## config.mk

```make
export PLATFORM = sky130hd
export DESIGN_NAME = sqr_arbiter
export DESIGN_NICKNAME = d
export VERILOG_FILES = /design/src/rtl/sqr_arbiter.sv
export SDC_FILE = /design/constraint.sdc
export NUM_CORES = 1
export LEC_CHECK = 0
export ABC_CLOCK_PERIOD_IN_PS = 2800
export CAP_MARGIN = 20
export CORE_MARGIN = 3
export CORE_UTILIZATION = 42
export DETAILED_ROUTE_END_ITERATION = 10
export GPL_TIMING_DRIVEN = 1
export MAX_ROUTING_LAYER = met4
export PLACE_DENSITY = 0.84
export SLEW_MARGIN = 25
export SYNTH_ARGS = -nofsm -noshare
export SYNTH_HDL_FRONTEND = slang
export SYNTH_SLANG_ARGS = --single-unit
```

## constraint.sdc

```tcl
create_clock -name clk -period 2.8 [get_ports clk]
set_clock_uncertainty 0.2 [all_clocks]
set_input_delay 0.56 -clock clk [delete_from_list [all_inputs] [get_ports clk]]
set_output_delay 0.56 -clock clk [all_outputs]
set_load 0.02 [all_outputs]
```

## src/rtl/sqr_arbiter.sv

```systemverilog
// sqr_arbiter: shares one combinational squarer between N_REQ requesters.
// Each granted operand is registered, squared in the following cycle and
// captured into a one-entry result buffer owned by the requester.
// Optional feature: define SQR_RR_EN for round-robin arbitration;
// otherwise the lowest eligible index wins (fixed priority).
module sqr_arbiter #(
  parameter int unsigned N_REQ = 4,
  parameter int unsigned LEN   = 16
) (
  input  logic                      clk,
  input  logic                      rst,
  input  logic [N_REQ-1:0]          req_valid,
  output logic [N_REQ-1:0]          req_ready,
  input  logic [N_REQ*LEN-1:0]      req_x,
  output logic [N_REQ-1:0]          resp_valid,
  input  logic [N_REQ-1:0]          resp_ready,
  output logic [N_REQ*2*LEN-1:0]    resp_y,
  output logic [LEN-1:0]            sq_x,
  input  logic [2*LEN-1:0]          sq_y,
  output logic                      busy
);

  localparam int unsigned TW = (N_REQ > 1) ? $clog2(N_REQ) : 1;

  logic [LEN-1:0]                    op_q, op_d;
  logic [TW-1:0]                     tag_q, tag_d;
  logic                              inflight_q, inflight_d;
  logic [N_REQ-1:0]                  rvalid_q, rvalid_d;
  logic [N_REQ-1:0][2*LEN-1:0]       buf_q, buf_d;

  logic [N_REQ-1:0]                  elig;
  logic                              gnt_any;
  logic [TW-1:0]                     gnt_idx;

  // Eligibility: requesting, no op of its own in flight, buffer free or draining now
  always_comb begin
    elig = '0;
    for (int unsigned i = 0; i < N_REQ; i++) begin
      elig[i] = req_valid[i]
              & ~(inflight_q & (tag_q == TW'(i)))
              & (~rvalid_q[i] | resp_ready[i]);
    end
  end

`ifdef SQR_RR_EN
  logic [TW-1:0] ptr_q, ptr_d;
  int unsigned   idx;

  // Round-robin search starting at the pointer, wrapping modulo N_REQ
  always_comb begin
    gnt_any = 1'b0;
    gnt_idx = '0;
    idx     = 0;
    for (int unsigned k = 0; k < N_REQ; k++) begin
      idx = 32'(ptr_q) + k;
      if (idx >= N_REQ) idx = idx - N_REQ;
      if (!gnt_any && elig[TW'(idx)]) begin
        gnt_any = 1'b1;
        gnt_idx = TW'(idx);
      end
    end
    ptr_d = ptr_q;
    if (gnt_any && !rst) begin
      ptr_d = (gnt_idx == TW'(N_REQ - 1)) ? '0 : gnt_idx + TW'(1);
    end
  end

  // Pointer register
  always_ff @(posedge clk) begin
    if (rst) ptr_q <= '0;
    else     ptr_q <= ptr_d;
  end
`else
  // Fixed priority: lowest eligible index wins
  always_comb begin
    gnt_any = 1'b0;
    gnt_idx = '0;
    for (int unsigned k = 0; k < N_REQ; k++) begin
      if (!gnt_any && elig[k]) begin
        gnt_any = 1'b1;
        gnt_idx = TW'(k);
      end
    end
  end
`endif

  // One-hot grant, suppressed while reset is asserted
  always_comb begin
    req_ready = '0;
    if (gnt_any && !rst) req_ready[gnt_idx] = 1'b1;
  end

  // Op register next state: latch operand and tag on grant
  always_comb begin
    op_d       = op_q;
    tag_d      = tag_q;
    inflight_d = 1'b0;
    if (gnt_any) begin
      inflight_d = 1'b1;
      tag_d      = gnt_idx;
      for (int unsigned i = 0; i < N_REQ; i++) begin
        if (gnt_idx == TW'(i)) op_d = req_x[i*LEN +: LEN];
      end
    end
  end

  // Result buffers: a refill wins over a pop in the same cycle
  always_comb begin
    rvalid_d = rvalid_q;
    buf_d    = buf_q;
    for (int unsigned i = 0; i < N_REQ; i++) begin
      if (inflight_q && (tag_q == TW'(i))) begin
        buf_d[i]    = sq_y;
        rvalid_d[i] = 1'b1;
      end else if (rvalid_q[i] && resp_ready[i]) begin
        rvalid_d[i] = 1'b0;
      end
    end
  end

  // State registers
  always_ff @(posedge clk) begin
    if (rst) begin
      op_q       <= '0;
      tag_q      <= '0;
      inflight_q <= 1'b0;
      rvalid_q   <= '0;
      buf_q      <= '0;
    end else begin
      op_q       <= op_d;
      tag_q      <= tag_d;
      inflight_q <= inflight_d;
      rvalid_q   <= rvalid_d;
      buf_q      <= buf_d;
    end
  end

  // Outputs
  always_comb begin
    sq_x       = op_q;
    resp_valid = rvalid_q;
    resp_y     = buf_q;
    busy       = inflight_q | (|rvalid_q);
  end

endmodule

```

==> results of run 1 <==
cells in the final DEF (no fill, tap or decap), drive strengths merged, types with 3 or more instances in the layout:
| cell type | n |
|---|---|
| nand2 | 289 |
| clkdlybuf4s50 | 253 |
| dfxtp | 151 |
| a21oi | 149 |
| buf | 40 |
| clkbuf | 22 |
| nor3 | 20 |
| o21ai | 18 |
| a211oi | 17 |
| o2bb2ai | 16 |
| a22o | 16 |
| nand3 | 5 |
| and3 | 5 |
| clkinv | 5 |
| nand2b | 4 |
| nor2 | 4 |
| bufinv | 3 |
cells by family (layout without fill, tap and decap cells):
logic type | after synthesis | in the layout | synth area share (%)
compound gates | 216 | 216 | 21.0
flops | 151 | 151 | 51.0
buf+inv | 66 | 327 | 4.70
simple gates | 337 | 337 | 23.4
worst paths after layout:
check,endpoint,slack (ns),cells after the start
setup / recovery,req_ready[3],-0.02,6
hold / removal,resp_y[3],0.25,2
setup reg to reg,sq_x[7],0.54,6
hold reg to reg,resp_y[3],0.25,2
where the power goes:
part | switching (mW) | total [mW] | internal [mW]
clock network | 0.912 | 2.36 | 1.45
logic | 0.537 | 1.01 | 0.473
registers | 0.0543 | 2.31 | 2.25
sequential cells by signal, indices dropped and copies added, names as in the netlist:
| signal | cells |
|---|---|
| inflight_q | 1 |
| resp_valid | 4 |
| resp_y | 128 |
| sq_x | 16 |
| tag_q | 2 |
timing repair:
item / 4_1_cts / 5_1_grt
endpoints found under the setup margin: 4 / 3
pin swaps: 1 / 1
cloned: 0 / 1
hold buffers: 0 / 0
hold endpoints to repair: 0 / 0
buffers inserted: 0 / 2
resized for setup: 25 / 4
metrics by stage:
step	hold slack (ns)	util (%)	power [mW]
final	0.253	69.8	5.68
after global routing	0.265	69.8	5.86
after CTS	0.253	69.4	5.69
after detailed placement	0.245	64.7	3.33
after global placement	0.240	64.7	3.32
after floorplan	0.333	-	2.82
routing by layer:
metal	routed length (um)	track usage, %
met5	0	-
met4	631	9.89
met3	1760	8.06
met2	10200	43.3
met1	9190	34.1
area by class of cell:
cell class                 count  area (um2)
clock buffer                  21         460
clock inverter                11         146
fill                        1049        4080
multi-input combinational    553        2670
sequential                   151        3020
tap                          176         220
timing repair buffer         295        2900
critical path: cells and delay by family:
family,cells,cell delay [ns]
buffers and inverters,2,0.51
AND/OR/NAND/NOR,4,1.00
==> results by group, run 1 <==
Placement
  • Post-placement cell count: 1,172
  • Pre-CTS setup slack: -0.552 ns
  • DP Area: 8740 um2
  • Hpwl dp: 14,400 um
  • # port buffers: 258
  • Final RePlAce weighted congestion: 0.874

Outcome
  • Failing checks: negative setup slack
  • Outcome: finished with violations

GRT
  • Gr ovfl total: 0
  • Number of global-route vias before repair: 6,062
  • Initial antenna violation count: 0
  • Largest net degree at the start of global routing: 91
  • Total track usage: 27.6%
  • First-pass GRT wire length: 33,500 um

Drt
  • Vias per cell: 5.37
  • DRT Pass-1 Iters: 5
  • Wire per inst: 18.0 um
  • DRC Markers: 0
  • ANT nets after route: 0
  • Routed WL: 21,800 um
  • Iteration-0 DRC Markers: 474
  • Vias: 6,486

Synthesis
  • Top cells by area, synth: dfxtp_1, nand2_1, a21oi_1
  • Synth warn: 0
  • Top cell type's share of synthesized area: 51.0%
  • Top post-synthesis cells by count: nand2_1, dfxtp_1, a21oi_1, clkbuf_1, nor3_1
  • Synth Flop Type: dfxtp_1
  • Netlist cell types: 28
  • Async SR Flop Fraction: 0%
  • Synthesized flop and latch total: 151
  • Syn nets: 876
  • Post-synthesis sequential area ratio: 51.0%
  • Syn Inst Count: 770
  • Most frequent cell after synthesis: nand2_1
  • Post-synth EDFFs: 0
  • Synth area leader: dfxtp_1
  • Cell Area, Synth: 5930 um2
  • Avg Synthesized Cell Area: 7.70 um2

Layout
  • Antenna diodes: 0
  • Nets@finish: 1,124
  • Non-Filler Instances: 1,207
  • Share of cells above drive strength 1: 8.15%
  • Design area: 9420 um2
  • Layout area overhead: 58.8%

Flow run
  • MaxCap Viol Count: 0

Setup path
  • Worst path slowest cell: or4_4
  • R2R Path Start: tag_q[0]
  • CP Class: input pin to output port
  • Startpoint Class: input pin
  • CP peak stage delay: 0.54 ns
  • Crit path capture type: output port
  • CP required: 2.04 ns
  • Crit Path Max Fanout: 2
  • Critical path arrival: 2.06 ns
  • CP startpoint: resp_ready[1]
  • Worst path cell trace: clkdlybuf4s50_1 > nand2b_1 > and3_4 > or4_4 > nor2_4 > buf_6

Floorplan
  • Row Count: 42
  • Starting Density: 43.9%
  • I/O Pins: 259
  • Die height: 125 um
  • Die footprint: 15,600 um2
  • Core ar.: 13,500 um2
  • DIE WIDTH: 125 um

Timing
  • Final Cycle Share: 101%
  • TNS Setup: -0.0221 ns
  • Least-Margin Pin Slew: 0.952 ns
  • Slew headroom: 36.5%
  • Final hold viol count: 0
  • Max Freq: 354 MHz
  • Worst setup margin: -0.0221 ns
  • Slew Limit Fails: 0
  • Count of final setup violators: 1
  • Tmin final: 2.82 ns
  • RSZ-0062 raised after global routing: true

Min path
  • Hold Path Class: flip-flop to flip-flop
  • Startpoint of the lowest-slack hold path: resp_y[3]

Clock network
  • CTS root buffer: clkbuf_16
  • H-tree depth: 4
  • CTS clk-pin slew, worst paths: 0.06 ns
  • Clk sinks: 151
  • Clock Path Buffers: 2
  • Clk_lat worst skew: 0.42 ns
  • CTS tree: done
  • Inserted Clock Buffers: 17

Pwr
  • Worst IR Drop VDD: 0.544 mV
  • Power Density: 603 nW/um2
  • Static Leak: 3.40 nW
Power figures use the tool's default switching activity.
==> run 2, diff against run 1 <==
--- a/config.mk
+++ b/config.mk
@@ -13,7 +13,7 @@
 export GPL_TIMING_DRIVEN = 1
 export MAX_ROUTING_LAYER = met4
 export PLACE_DENSITY = 0.84
-export SLEW_MARGIN = 25
+export SLEW_MARGIN = 20
 export SYNTH_ARGS = -nofsm -noshare
 export SYNTH_HDL_FRONTEND = slang
 export SYNTH_SLANG_ARGS = --single-unit
==> results of run 2 <==
Final layout, timing and power as in run 1 (identical DEF).
